## src/rtl/keypad_timer_loader_if.sv

```systemverilog
// Keypad key handshake: strobe, code and acceptance between keypad and loader.
interface keypad_timer_loader_if;
  logic       key_valid;
  logic [3:0] key_code;
  logic       key_ready;

  modport master (output key_valid, output key_code, input key_ready);
  modport slave  (input key_valid, input key_code, output key_ready);
endinterface

```

## src/rtl/keypad_timer_loader.sv

```systemverilog
// Keypad front end for the countdown timer: buffers digit keys in a FIFO,
// shifts each into the timer load chain with a one-cycle active-low load
// pulse, keeps a display shadow of the loaded digits and flags bad entries.
module keypad_timer_loader #(
  parameter int unsigned FIFO_DEPTH = 4,
  parameter int unsigned N_DIGITS   = 3
) (
  input  logic                  clk,
  input  logic                  clear,
  keypad_timer_loader_if.slave  key,
  input  logic                  timer_en,
  output logic                  load_n,
  output logic [3:0]            digit_out,
  output logic [3:0]            shadow_min,
  output logic [3:0]            shadow_tens,
  output logic [3:0]            shadow_units,
  output logic [1:0]            digits_entered,
  output logic                  entry_error,
  output logic                  busy
);
  localparam int unsigned AW = $clog2(FIFO_DEPTH);
  localparam int unsigned ZW = $clog2(2 * N_DIGITS);

  typedef enum logic [1:0] {IDLE, LOAD, GAP, ZERO} state_t;

  state_t        state, state_nx;
  logic [3:0]    mem [FIFO_DEPTH];
  logic [AW-1:0] wr_ptr, rd_ptr;
  logic [AW:0]   count;
  logic [ZW-1:0] zstep, zstep_nx;
  logic          fifo_full, fifo_empty;
  logic          accept, is_digit, clr_entry, illegal, push, pop, zero_last;
  logic [3:0]    head;

  logic          load_n_nx;
  logic [3:0]    digit_nx, min_nx, tens_nx, units_nx;
  logic [1:0]    de_nx;
  logic          err_nx;

  // Key acceptance and FIFO control decode
  always_comb begin
    fifo_full     = (count == (AW+1)'(FIFO_DEPTH));
    fifo_empty    = (count == '0);
    key.key_ready = !fifo_full && !timer_en && (state != ZERO);
    accept        = key.key_valid && key.key_ready;
    is_digit      = (key.key_code <= 4'd9);
    clr_entry     = accept && (key.key_code == 4'hC);
    illegal       = accept && !is_digit && (key.key_code != 4'hC);
    push          = accept && is_digit;
    // A clear-entry on the same edge wins over popping the head digit
    pop           = (state == IDLE) && !fifo_empty && !timer_en && !clr_entry;
    head          = mem[rd_ptr];
    zero_last     = (zstep == ZW'(2 * N_DIGITS - 1));
    busy          = !fifo_empty || (state != IDLE);
  end

  // FIFO storage
  always_ff @(posedge clk) begin
    if (push) mem[wr_ptr] <= key.key_code;
  end

  // FIFO pointers and occupancy; clear-entry flushes
  always_ff @(posedge clk) begin
    if (clear || clr_entry) begin
      wr_ptr <= '0;
      rd_ptr <= '0;
      count  <= '0;
    end else begin
      if (push) wr_ptr <= wr_ptr + 1'b1;
      if (pop)  rd_ptr <= rd_ptr + 1'b1;
      unique case ({push, pop})
        2'b10:   count <= count + 1'b1;
        2'b01:   count <= count - 1'b1;
        default: ;
      endcase
    end
  end

  // State and registered outputs
  always_ff @(posedge clk) begin
    if (clear) begin
      state          <= IDLE;
      zstep          <= '0;
      load_n         <= 1'b1;
      digit_out      <= '0;
      shadow_min     <= '0;
      shadow_tens    <= '0;
      shadow_units   <= '0;
      digits_entered <= '0;
      entry_error    <= 1'b0;
    end else begin
      state          <= state_nx;
      zstep          <= zstep_nx;
      load_n         <= load_n_nx;
      digit_out      <= digit_nx;
      shadow_min     <= min_nx;
      shadow_tens    <= tens_nx;
      shadow_units   <= units_nx;
      digits_entered <= de_nx;
      entry_error    <= err_nx;
    end
  end

  // Next-state logic
  always_comb begin
    state_nx = state;
    if (clr_entry) begin
      state_nx = ZERO;
    end else begin
      unique case (state)
        IDLE:    if (pop) state_nx = LOAD;
        LOAD:    state_nx = GAP;
        GAP:     state_nx = IDLE;
        ZERO:    if (zero_last) state_nx = IDLE;
        default: state_nx = IDLE;
      endcase
    end
  end

  // Next values of the registered outputs
  // ZERO stays one state for the whole sequence: even steps pulse load_n low
  // with a zero digit, odd steps are the gap, so key_ready holds low throughout.
  always_comb begin
    logic       shift;
    logic [3:0] shift_in;
    shift     = 1'b0;
    shift_in  = '0;
    load_n_nx = load_n;
    digit_nx  = digit_out;
    min_nx    = shadow_min;
    tens_nx   = shadow_tens;
    units_nx  = shadow_units;
    de_nx     = digits_entered;
    err_nx    = entry_error;
    zstep_nx  = zstep;
    unique case (state)
      IDLE: if (pop) begin
        load_n_nx = 1'b0;
        digit_nx  = head;
        shift     = 1'b1;
        shift_in  = head;
        if (digits_entered != 2'(N_DIGITS)) de_nx = digits_entered + 2'd1;
      end
      LOAD: load_n_nx = 1'b1;
      GAP:  ;
      ZERO: begin
        if (!zstep[0]) begin
          load_n_nx = 1'b0;
          digit_nx  = '0;
          shift     = 1'b1;
        end else begin
          load_n_nx = 1'b1;
        end
        zstep_nx = zstep + 1'b1;
        if (zero_last) begin
          zstep_nx = '0;
          de_nx    = '0;
        end
      end
      default: ;
    endcase
    if (shift) begin
      min_nx   = shadow_tens;
      tens_nx  = shadow_units;
      units_nx = shift_in;
      if (shadow_units > 4'd5) err_nx = 1'b1;
    end
    if (key.key_valid && !key.key_ready) err_nx = 1'b1;
    if (illegal) err_nx = 1'b1;
    if (clr_entry) begin
      err_nx    = 1'b0;
      load_n_nx = 1'b1;
      zstep_nx  = '0;
    end
  end
endmodule

```

## src/flat_wrapper.sv

```systemverilog
// flat-port wrapper written by rule: the top's interface ports become plain ports
module keypad_timer_loader_flat 
#(
  parameter int unsigned FIFO_DEPTH = 4,
  parameter int unsigned N_DIGITS   = 3
)
  (clk, clear, timer_en, load_n, digit_out, shadow_min, shadow_tens, shadow_units, digits_entered, entry_error, busy, key_key_valid, key_key_code, key_key_ready);
  keypad_timer_loader_if key_i ();
  input  logic clk;
  input  logic clear;
  input  logic timer_en;
  output logic load_n;
  output logic [3:0] digit_out;
  output logic [3:0] shadow_min;
  output logic [3:0] shadow_tens;
  output logic [3:0] shadow_units;
  output logic [1:0] digits_entered;
  output logic entry_error;
  output logic busy;
  input wire logic [$bits(key_i.key_valid)-1:0] key_key_valid;
  input wire logic [$bits(key_i.key_code)-1:0] key_key_code;
  output wire logic [$bits(key_i.key_ready)-1:0] key_key_ready;
  assign key_i.key_valid = key_key_valid;
  assign key_i.key_code = key_key_code;
  assign key_key_ready = key_i.key_ready;
  keypad_timer_loader #(.FIFO_DEPTH(FIFO_DEPTH), .N_DIGITS(N_DIGITS)) u_core (.clk(clk), .clear(clear), .key(key_i), .timer_en(timer_en), .load_n(load_n), .digit_out(digit_out), .shadow_min(shadow_min), .shadow_tens(shadow_tens), .shadow_units(shadow_units), .digits_entered(digits_entered), .entry_error(entry_error), .busy(busy));
endmodule
```

## config.mk

```make
export PLATFORM = sky130hd
export DESIGN_NAME = keypad_timer_loader_flat
export DESIGN_NICKNAME = d
export VERILOG_FILES = /design/src/rtl/keypad_timer_loader_if.sv /design/src/rtl/keypad_timer_loader.sv /design/src/flat_wrapper.sv
export SDC_FILE = /design/constraint.sdc
export NUM_CORES = 1
export LEC_CHECK = 0
export ABC_CLOCK_PERIOD_IN_PS = 2600
export CAP_MARGIN = 40
export CORE_ASPECT_RATIO = 0.75
export CORE_MARGIN = 2
export CORE_UTILIZATION = 35
export DETAILED_ROUTE_END_ITERATION = 10
export GPL_TIMING_DRIVEN = 1
export PLACE_DENSITY = 0.66
export SLEW_MARGIN = 20
export SYNTH_ARGS = -nofsm -noshare
export SYNTH_HDL_FRONTEND = slang
export SYNTH_SLANG_ARGS = --single-unit
export TNS_END_PERCENT = 30
```

## constraint.sdc

```tcl
create_clock -name clk -period 2.6 [get_ports clk]
set_input_delay 0.52 -clock clk [delete_from_list [all_inputs] [get_ports clk]]
set_output_delay 0.52 -clock clk [all_outputs]
set_load 0.03 [all_outputs]
```

# Yosys cells after proc, flatten, opt, wreduce, memory -nomap -nowiden
# Memory sizes are Yosys's and may differ from the RTL's. A register that Yosys moved wholly into a read port is not among the register bits.
# Index checks and enable logic that the tools add are counted.
# word_totals
ff_bits	32
mem_bits_rw	16
input_bits	8
n_memories	1
# classes
addsub	6
order_cmp	2
n_eq_ne	17
mux	28
n_reduce_logical	33
# memory_table
memory	depth	width	rd	rd_ports_with_merged_regs	write_ports	line_no	rtl
u_core.mem	4	4	1	1	1	keypad_timer_loader.sv:27	logic [3:0] mem [FIFO_DEPTH];
# ops
op	count
two-way mux 4 bit	4
two-way mux 2 bit	7
logical AND 1 bit	11
two-way mux 1 bit	10
nonzero test 3 bit	3
inequality test 2 bit (second input constant)	4
one-hot mux 2 bit (4 select lines)	1
one-hot mux 4 bit (2 select lines)	1
adder 2 x 1 -> 2 bit (second input constant)	3
adder 3 x 1 -> 3 bit (second input constant)	2
equality test 2 bit (second input constant)	3
equality test 3 bit (second input constant)	2
zero test 1 bit	6
inequality test 3 x 1 -> 1 bit (second input constant)	2
one-hot mux 3 bit (2 select lines)	1
AND reduction 2 bit	3
nonzero test 2 bit	3
equality test 2 x 1 -> 1 bit (second input constant)	2
equality test 4 bit (second input constant)	1
greater-than comparator 4 x 3 -> 1 bit (second input constant)	1
<= comparator 4 bit (second input constant)	1
inequality test 2 x 1 -> 1 bit (second input constant)	2
inequality test 4 bit (second input constant)	1
one-hot mux 2 bit (2 select lines)	1
10 further kinds	11

# Depth between registers and ports, before layout
# Gate-level depths: netlist of run 1.
# logic_depth
ltp_word	13
mapped_depth	12
ltp_nobuf	12

# Worst setup path before layout of run 1
# OpenSTA, ideal clock, no wires.
# synth_path
path_type	register to register
from	reg u_core.state[0]
to	reg u_core.count[2]
arrival_time_ns	2.136
t_required_ns	2.483
path_slack_ns	0.347
path_stages_with_launch	13
path_buffers	0
path_cell_list	dfxtp_1 > inv_1 > ha_1 > nor3b_1 > o21ai_2 > inv_1 > ha_1 > inv_1 > fa_1 > xor2_1 > nor2_1 > xnor2_1 > nor2_1
# synth_between
elab_chain_cells	8
elab_cells_between_ends	15
# synth_rtl
element	line_no	rtl
from (decl)	keypad_timer_loader.sv:26	state_t state, state_nx;
from (signal assigned)	keypad_timer_loader.sv:92	state <= state_nx;
inequality test 2 bit	keypad_timer_loader.sv:44	key.key_ready = !fifo_full && !timer_en && (state != ZERO);
logical AND 1 bit	keypad_timer_loader.sv:44	
logical AND 1 bit	keypad_timer_loader.sv:45	accept = key.key_valid && key.key_ready;
logical AND 1 bit	keypad_timer_loader.sv:47	clr_entry = accept && (key.key_code == 4'hC);
zero test 1 bit	keypad_timer_loader.sv:51	pop = (state == IDLE) && !fifo_empty && !timer_en && !clr_entry;
logical AND 1 bit *	keypad_timer_loader.sv:51	
via u_core.pop	keypad_timer_loader.sv:32	logic accept, is_digit, clr_entry, illegal, push, pop, zero_last;
equality test 2 x 1 -> 1 bit / equality test 2 bit (equally long branches)	keypad_timer_loader.sv:71	unique case ({push, pop})
one-hot mux 3 bit (2 select lines) / nonzero test 2 bit (equally long branches)	-	
to (signal assigned)	keypad_timer_loader.sv:72	2'b10: count <= count + 1'b1;
to (signal assigned)	keypad_timer_loader.sv:73	2'b01: count <= count - 1'b1;
to (decl)	keypad_timer_loader.sv:29	logic [AW:0] count;
# Mark *: on every way through the listed nets, which the timed path passes. The rest lies on a longest branch.
# A chain may end at the register's enable or synchronous reset.

# Worst setup path in the final report of run 1
# layout_path
from	in timer_en
to	out key_key_ready
# layout_between
elab_chain_cells	3
# layout_rtl
element	line_no	rtl
from (decl)	flat_wrapper.sv:11	input logic timer_en;
zero test 1 bit	keypad_timer_loader.sv:44	
logical AND 1 bit (2 in series)	keypad_timer_loader.sv:44	
to (decl)	flat_wrapper.sv:22	output wire logic [$bits(key_i.key_ready)-1:0] key_key_ready;
# Every way passes these cells.

==> flow_summary.json, run 1 <==
{
  "clkTransAtPathRegs_ps": 80,
  "finClkSkew_ps": 6.17,
  "synthCells": 205,
  "antenna_found_initial": 0,
  "p_total_uw": 2270,
  "synth_compound_gate_area_share_pct": 12.0,
  "period_share_pct": 95.6,
  "io_buffers": 29,
  "ir_drop_mv": 0.265,
  "cts.sinks": 50,
  "synth_fa_ha_area_share_pct": 6.56,
  "max_cap_violations": 0,
  "ys_ff_latch": 50,
  "fin_cells": 332,
  "worstPathMaxFanout": 3,
  "area_delta_synth_final_pct": 25.0,
  "period_needed_ps": 2480,
  "p_per_area_nw_per_um2": 821,
  "grt_usage_pct": 12.4,
  "drtIter0Drc": 51,
  "via_per_inst": 4.67,
  "root_buffer": "clkbuf_8",
  "seqPwrFrac_pct": 42.9,
  "pwr-share-clk_pct": 18.8,
  "htreeDepth": 2,
  "fp.dieW_um": 95.8,
  "clock_latency_ps": 290,
  "drive_gt1_share_pct": 12.7,
  "gr-total-overflow": 0,
  "place.gp.congestion": 0.803,
  "hold_viol": 0,
  "final_cell_mix": "34 x dfxtp_1, 29 x clkdlybuf4s50_1, 25 x nand2_1, 18 x nor2_1, 16 x edfxtp_1",
  "grt_max_degree": 19,
  "hold_ws_ps": 466,
  "synth_edf_count": 16,
  "postRouteAntennaNets": 0,
  "cp-start-kind": "primary input",
  "cts_inserted_buffers": 5,
  "fp.coreArea_sq_um": 6190,
  "status": "finished, final reports clean",
  "tritoncts": "done",
  "n_fill_cell": 601,
  "max-slew-margin-rel_pct": 70.5,
  "hold_path_class": "reg -> reg",
  "seq_area_frac_synth_pct": 52.5,
  "postCtsHoldBufs": 0,
  "avgRoutedWirePerCell_um": 12.5,
  "syn_area_sq_um": 2210,
  "ys_warn_count": 0,
  "dp_cells": 324,
  "worstMarginPinSlew_ps": 442,
  "cts_resized": 0,
  "num_vias": 1552,
  "report.final.slew_viol_count": 0,
  "cp.arrival_ps": 1960,
  "io_pins": 30,
  "final_util_pct": 44.6,
  "synth_top_family_by_area": "simple AND/OR/NAND/NOR gates",
  "power_frac_comb_pct": 38.3,
  "routed_wl_mm": 4.14,
  "initial_utilization_pct": 35.7,
  "dpl_cell_area_sq_um": 2690,
  "fp.dieH_um": 72.9,
  "synth-simple-area-share_pct": 14.3,
  "grt_pass1_wl_mm": 6.70,
  "mostFrequentLayoutCell": "dfxtp_1",
  "nets": 269,
  "syn_area_per_cell_sq_um": 10.8,
  "antenna_cells": 0,
  "post-route-cell-area_sq_um": 2770,
  "rows": 25,
  "end_kind": "output port",
  "synth_flop_cell": "dfxtp_1",
  "crit_type": "in -> out",
  "synthXorXnorAreaFrac_pct": 2.38,
  "synth_mux_area_share_pct": 8.14,
  "grt_pass1_vias": 1432,
  "total_leakage_power_uw": 0.00103,
  "p_switching_uw": 796,
  "max_freq_mhz": 402,
  "p_int_uw": 1470,
  "dr.pass1.iters": 4,
  "fp.dieArea_sq_um": 6980,
  "cp.required_ps": 2080,
  "rsz0062_at_grt": "no",
  "post-cts-setup-buffer-count": 0,
  "cts_buffer_depth": 2,
  "syn-num-nets": 224,
  "yosysUniqueCellTypes": 45,
  "synth-async-reset-ratio_pct": 0,
  "drc": 0,
  "switching_share_pct": 35.1,
  "hpwlAfterDp_mm": 3.21,
  "setup_violations": 0
}
## worst max-delay path: stages
cell and delay (ps):
clkdlybuf4s50_1 430, nor2_1 190, nand2_2 70, inv_1 80, clkdlybuf4s50_1 660
## registers in the layout, indices dropped and copies added, names as in the netlist, named ones only
signal / flops
u_core.shadow_tens: 4
u_core.shadow_units: 4
u_core.mem: 16
u_core.digit_out: 4
u_core.wr_ptr: 2
u_core.entry_error: 1
u_core.shadow_min: 4
u_core.rd_ptr: 2
u_core.count: 3
u_core.load_n: 1
u_core.state: 2
u_core.zstep: 3
u_core.digits_entered: 2
## synth_stat cells, types with 2 or more instances
master,count,area (sq um)
o311ai_0,2,17.5
clkbuf_1,3,11.3
inv_1,15,56.3
nand3b_1,2,15.0
and2_1,4,25.0
nor2_1,18,67.6
xor2_1,4,35.0
o22ai_1,4,25.0
o41ai_1,2,17.5
mux2i_1,9,90.1
dfxtp_1,34,681
a31oi_1,2,12.5
nor3_1,2,10.0
nand2b_1,2,12.5
o21ai_0,7,35.0
ha_1,10,125
edfxtp_1,16,480
xnor2_1,2,17.5
nor3b_1,3,22.5
o32ai_1,4,35.0
nand2_1,25,93.8
mux4_2,4,90.1
a21oi_1,9,45.0
## routing by layer
| metal | share of wire, % | global-route usage, % | vias to the layer above | wire length (um) |
|---|---|---|---|---|
| met1 | 50 | 17.0 | 706 | 2050 |
| met5 | 0 | 0 | - | 0 |
| met4 | 0.56 | 2.86 | 0 | 23 |
| met3 | 6.0 | 3.31 | 2 | 249 |
| met2 | 44 | 19.8 | 39 | 1810 |
| li1 | - | - | 805 | - |
## power groups by stage
stage	logic, uW	registers, uW	clock network (uW)
after detailed placement	871	993	0
final	869	975	427
after floorplan	494	1080	0
after global placement	859	993	0
after global routing	945	991	473
after CTS	875	976	440
## path summary, 6_finish.rpt
path	startpoint	endpoint	slack (ps)	cells after the start
worst max-delay path	timer_en	key_key_ready	120	5
worst min-delay path	u_core.shadow_min[3]$_SDFFE_PP0P_	u_core.shadow_min[3]$_SDFFE_PP0P_	470	2
worst max register to register	u_core.state[0]$_SDFFE_PP0P_	u_core.count[2]$_SDFFE_PP0P_	300	12
worst min register to register	u_core.shadow_min[3]$_SDFFE_PP0P_	u_core.shadow_min[3]$_SDFFE_PP0P_	470	2
## area by class of cell
cell class | instances | area, sq um | area share, %
inverter | 16 | 60.1 | 2.17
clock buffer | 8 | 80.1 | 2.90
timing repair buffer | 44 | 403 | 14.6
multi-input combinational | 133 | 960 | 34.7
tap | 81 | 101 | 3.67
sequential | 50 | 1160 | 42.0
## stage by stage
step           setup TNS (ps)  worst slack (ps)
6_report                    0               115
5_1_grt                     0              28.7
4_1_cts                     0               103
3_5_place_dp            -62.2             -62.2
3_3_place_gp            -19.8             -19.8
2_1_floorplan               0               347
## cell families after synthesis
group | after synthesis
and+or+nand+nor | 65
xor gates and xnor gates | 6
AOI/OAI and AO/OA | 38
muxes | 13
DFF | 50
buffers and inverters | 22
adders and majority gates | 11
Note: power is estimated with default switching activity, not from simulation.
==> inputs of run 2 (changes only) <==
ABC_AREA = 1   (was unset)
==> run 2 against run 1 <==
Maximum frequency shrank 0.67%. Design area rose by 6.5%. Register-to-register slack better by 40 ps. First-iteration DRC count is 92% higher. Critical endpoint unchanged. Largest cell class unchanged.
==> flow_summary.json, run 2 <==
{
  "status": "finished, final reports clean",
  "cp_cell_sequence": "clkdlybuf4s50_1 -> nor2_4 -> nand2_1 -> inv_1 -> clkdlybuf4s50_1",
  "area_delta_synth_final_pct": 23.1,
  "drc": 0,
  "rsz0062_at_grt": "no",
  "finClkSkew_ps": 8.98,
  "mostFrequentLayoutCell": "nand2_1",
  "final_cell_mix": "35 x nand2_1, 34 x dfxtp_1, 31 x inv_1, 28 x clkdlybuf4s50_1, 24 x nor2_1",
  "regMostFlops": "u_core.mem",
  "synth_flop_cell": "dfxtp_1",
  "p_per_area_nw_per_um2": 752,
  "pwr-share-clk_pct": 24.3,
  "drtIter0Drc": 98,
  "postRouteAntennaNets": 0,
  "seqPwrFrac_pct": 42.4,
  "worstMarginPinSlew_ps": 431,
  "worstPathMaxFanout": 4,
  "initial_utilization_pct": 35.7,
  "cts_resized": 1,
  "drive_gt1_share_pct": 17.2,
  "cp.arrival_ps": 1980,
  "routed_wl_mm": 4.71,
  "period_share_pct": 96.2,
  "crit_family": "buffers and inverters",
  "p_int_uw": 1450,
  "max_freq_mhz": 400,
  "dpl_cell_area_sq_um": 2830,
  "p_total_uw": 2220,
  "io_buffers": 29,
  "cpMostUsedCell": "clkdlybuf4s50_1",
  "slowest_delay_ps": 680,
  "postCtsHoldBufs": 0,
  "critPathSlowestCell": "clkdlybuf4s50_1",
  "tns_ps": 0,
  "cts_buffer_depth": 2,
  "grt_usage_pct": 13.8,
  "ys_warn_count": 0,
  "max_cap_violations": 0,
  "hold_viol": 0,
  "fp.dieH_um": 75.6,
  "ys_ff_latch": 50,
  "via_per_inst": 4.75,
  "clock_latency_ps": 310,
  "dr.pass1.iters": 4,
  "hold_path_class": "reg -> reg",
  "synthTopCellsByCount": "35 x nand2_1, 34 x dfxtp_1, 31 x inv_1, 24 x nor2_1",
  "syn_area_sq_um": 2390,
  "ir_drop_mv": 0.284,
  "grt_pass1_wl_mm": 7.83,
  "largest_reg_flops": 16,
  "post-cts-setup-buffer-count": 0,
  "grt_pass1_vias": 1710,
  "report.final.slew_viol_count": 0,
  "max-slew-margin-rel_pct": 71.2,
  "root_buffer": "clkbuf_8",
  "fp.coreArea_sq_um": 6700,
  "synth_edf_count": 16,
  "post-route-cell-area_sq_um": 2940,
  "switching_share_pct": 34.4,
  "fp.dieW_um": 99.4,
  "htreeDepth": 2,
  "multi_input_area_sq_um": 1040,
  "num_vias": 1833,
  "crit_type": "in -> out",
  "seq_area_frac_synth_pct": 48.6,
  "rows": 26,
  "syn_area_per_cell_sq_um": 9.27,
  "cp_num_buf_inv": 3,
  "period_needed_ps": 2500,
  "grt_max_degree": 19,
  "yosysUniqueCellTypes": 33,
  "syn-num-nets": 277,
  "cp-start-kind": "primary input",
  "cts_inserted_buffers": 5,
  "synth-async-reset-ratio_pct": 0,
  "gr-total-overflow": 0,
  "setup_violations": 0,
  "avgRoutedWirePerCell_um": 12.2,
  "cts.sinks": 50,
  "clkTransAtPathRegs_ps": 90,
  "tritoncts": "done",
  "regArea_sq_um": 1160,
  "end_kind": "output port",
  "antenna_cells": 0,
  "hpwlAfterDp_mm": 3.56,
  "cp.required_ps": 2080,
  "yosys.area.top_type": "dfxtp_1",
  "final_util_pct": 43.9,
  "power_frac_comb_pct": 33.3,
  "antenna_found_initial": 0,
  "nets": 320,
  "yosysMostFrequentCell": "nand2_1",
  "place.gp.congestion": 0.792,
  "synth_area_leaders": "dfxtp_1 28%, edfxtp_1 20%, nand2_1 5.5%, ha_1 5.2%, inv_1 4.9%",
  "synth_top_area_share_pct": 28.5,
  "hold_ws_ps": 481,
  "p_switching_uw": 762,
  "io_pins": 30,
  "fp.dieArea_sq_um": 7520,
  "n_fill_cell": 661,
  "total_leakage_power_uw": 0.00111,
  "synthCells": 258
}
==> run 2: cell types whose count changed after synthesis, sizes merged, moves of 3 or more <==
| cell | before | now |
|---|---|---|
| nor3b | 3 | 0 |
| inv | 15 | 33 |
| nand3 | 2 | 27 |
| mux4 | 4 | 0 |
| a21oi | 9 | 26 |
| mux2i | 9 | 0 |
| nor2 | 18 | 27 |
| o21ai | 9 | 13 |
| nand2 | 26 | 39 |
| nand4 | 0 | 8 |
| o32ai | 4 | 0 |
==> run 2: path summary, 6_finish.rpt <==
| kind | start | cells past startpoint | slack (ps) | end |
|---|---|---|---|---|
| worst max-delay path | timer_en | 5 | 100 | key_key_ready |
| worst min-delay path | u_core.shadow_min[2]$_SDFFE_PP0P_ | 2 | 480 | u_core.shadow_min[2]$_SDFFE_PP0P_ |
| worst max register to register | u_core.state[1]$_SDFFE_PP0P_ | 13 | 340 | u_core.count[2]$_SDFFE_PP0P_ |
| worst min register to register | u_core.shadow_min[2]$_SDFFE_PP0P_ | 2 | 480 | u_core.shadow_min[2]$_SDFFE_PP0P_ |
==> run 2: stage by stage <==
| step | setup WS, ps | instances |
|---|---|---|
| after floorplan | 259 | 258 |
| after global placement | 13.7 | 378 |
| after detailed placement | -20.1 | 378 |
| after CTS | 56.9 | 386 |
| after global routing | 23.8 | 386 |
| final | 98.4 | 386 |
==> run 2: layer usage <==
layer  global-route usage [%]  up-vias  wire (um)
met1                     17.7      842       2410
met3                     3.58        7        211
met2                     22.1       35       2010
met4                     6.39        0         87
li1                         -      949          -
met5                        0        -          0
==> run 2: area by class of cell <==
| cell class | instances | share of cell area (%) |
|---|---|---|
| Clock inverter | 1 | 1.02 |
| Timing Repair Buffer | 43 | 13.5 |
| Clock buffer | 7 | 2.59 |
| Sequential cell | 50 | 39.4 |
| Tap cell | 84 | 3.57 |
| Multi-Input combinational cell | 168 | 35.5 |
| Inverter | 33 | 4.38 |
==> run 2: kinds of logic (layout without fill, tap and decap cells) <==
logic type	Yosys count	count (layout)	synth area share [%]
and+or+nand+nor	109	109	25.2
DFF	50	50	48.6
AOI/OAI and AO/OA	46	46	11.6
buffers and inverters	40	84	7.85
adders and majority gates	11	11	6.07
xor gates and xnor gates	2	2	0.733
==> run 2: power groups by stage <==
stage          sequential (uW)  combinational (uW)  clock, uW
6_report                   939                 738        538
5_1_grt                    950                 820        588
4_1_cts                    941                 750        559
3_5_place_dp               959                 742          0
3_3_place_gp               956                 730          0
2_1_floorplan             1030                 447          0
==> run 2: worst min-delay path: stages (launching register included) <==
cell and delay, ps:
dfxtp_1 330, nand3_2 70, a21oi_2 50
==> inputs of run 3 (changes only) <==
CTS_BUF_LIST = sky130_fd_sc_hd__clkbuf_4   (was unset)
==> run 3 against run 2 <==
Power decreased by 3.9%. Critical endpoint is now busy. Count of clock-buffer cells in the layout did not move. Combinational power decreased by 0.8%. First-iteration DRC count is 7.1% lower. Sequential power is essentially flat. Cell count did not move. Die area unchanged. Design area fell by 0.85%.
==> flow_summary.json, run 3 (synthesis results as in run 2) <==
{
  "total_leakage_power_uw": 0.00110,
  "post-cts-setup-buffer-count": 0,
  "root_buffer": "clkbuf_4",
  "cp.arrival_ps": 1810,
  "htreeDepth": 2,
  "hold_path_class": "reg -> reg",
  "largest_reg_flops": 16,
  "hold_viol": 0,
  "antenna_cells": 0,
  "avgRoutedWirePerCell_um": 12.1,
  "end_kind": "output port",
  "worstMarginPinSlew_ps": 426,
  "crit_type": "reg -> out",
  "status": "finished, final reports clean",
  "dr.pass1.iters": 4,
  "hold_ws_ps": 487,
  "mostFrequentLayoutCell": "nand2_1",
  "num_vias": 1838,
  "gr-total-overflow": 0,
  "via_per_inst": 4.76,
  "postRouteAntennaNets": 0,
  "cp.required_ps": 2080,
  "drtIter0Drc": 91,
  "initial_utilization_pct": 35.7,
  "p_per_area_nw_per_um2": 729,
  "clock_latency_ps": 360,
  "drc": 0,
  "grt_pass1_vias": 1701,
  "max_freq_mhz": 430,
  "routed_wl_mm": 4.69,
  "fp.dieArea_sq_um": 7520,
  "report.final.slew_viol_count": 0,
  "clkTransAtPathRegs_ps": 140,
  "period_needed_ps": 2330,
  "cp-start-kind": "flip-flop",
  "cts_inserted_buffers": 5,
  "grt_pass1_wl_mm": 7.82,
  "rsz0062_at_grt": "no",
  "nets": 320,
  "rows": 26,
  "area_delta_synth_final_pct": 22.1,
  "max_cap_violations": 0,
  "hpwlAfterDp_mm": 3.56,
  "grt_max_degree": 19,
  "dp_cells": 378,
  "place.gp.congestion": 0.792,
  "fp.dieH_um": 75.6,
  "cts.sinks": 50,
  "final_cell_mix": "35 x nand2_1, 34 x dfxtp_1, 31 x inv_1, 27 x clkdlybuf4s50_1, 24 x nor2_1",
  "ir_drop_mv": 0.336,
  "grt_usage_pct": 13.5,
  "io_buffers": 29,
  "antenna_found_initial": 0,
  "regMostFlops": "u_core.mem",
  "period_share_pct": 89.5,
  "post-route-cell-area_sq_um": 2920,
  "fin_cells": 386,
  "max-slew-margin-rel_pct": 71.5,
  "fp.dieW_um": 99.4,
  "worstPathMaxFanout": 5,
  "tritoncts": "done",
  "cts_buffer_depth": 2,
  "setup_violations": 0,
  "finClkSkew_ps": 13.7,
  "fp.coreArea_sq_um": 6700,
  "io_pins": 30,
  "drive_gt1_share_pct": 17.9,
  "dpl_cell_area_sq_um": 2830
}
[run 3: cell types whose count changed in the layout (fill, tap and decap cells not counted), sizes merged]
cell | before | now
clkdlybuf4s50 | 28 | 27
dlygate4sd2 | 0 | 1
[run 3: path summary, 6_finish.rpt]
kind | start | to | slack (ps) | cells past startpoint
max | u_core.state[1]$_SDFFE_PP0P_ | busy | 270 | 5
min | u_core.shadow_min[2]$_SDFFE_PP0P_ | u_core.shadow_min[2]$_SDFFE_PP0P_ | 490 | 2
max reg2reg | u_core.state[1]$_SDFFE_PP0P_ | u_core.count[2]$_SDFFE_PP0P_ | 330 | 13
min reg2reg | u_core.shadow_min[2]$_SDFFE_PP0P_ | u_core.shadow_min[2]$_SDFFE_PP0P_ | 490 | 2
[run 3: area by class of cell]
cell class / count / area, sq um
clock inverter: 1 / 30.0
sequential: 50 / 1160
multi-input combinational: 168 / 1040
tap: 84 / 105
clock buffer: 7 / 52.6
fill: 662 / 3780
timing repair buffer: 43 / 397
inverter: 33 / 129
[run 3: layer usage]
metal	vias to the layer above	track usage, %	part of all wire, %
met3	2	3.58	6.4
met2	43	22.3	44
met4	0	5.02	0.45
met5	-	0	0
met1	843	17.5	49
li1	950	-	-
[run 3: worst max-delay path, cell delays in order (launching register included)]
cell           delay (ps)
dfxtp_1               350
inv_1                 110
ha_2                  270
inv_1                  70
or2_2                 290
dlygate4sd2_1         360
[run 3: report_power, final]
part           switching (uW)  internal [uW]
sequential               59.6            879
combinational             451            281
clock                     233            225
[run 3: what timing repair did]
action | in CTS | in global routing
hold buffers | 0 | 0
gates cloned | 0 | 0
resized for setup | 2 | 1
endpoints found under the setup margin | 1 | 1
[run 3: per-stage QoR]
step           util (%)  setup TNS, ps  total power (uW)  setup WS [ps]
4_1_cts            43.5              0              2160           61.9
6_report           43.6              0              2130            274
2_1_floorplan         -              0              1470            259
3_3_place_gp       42.3              0              1690           13.7
5_1_grt            43.6              0              2270           86.3
3_5_place_dp       42.3          -20.1              1700          -20.1
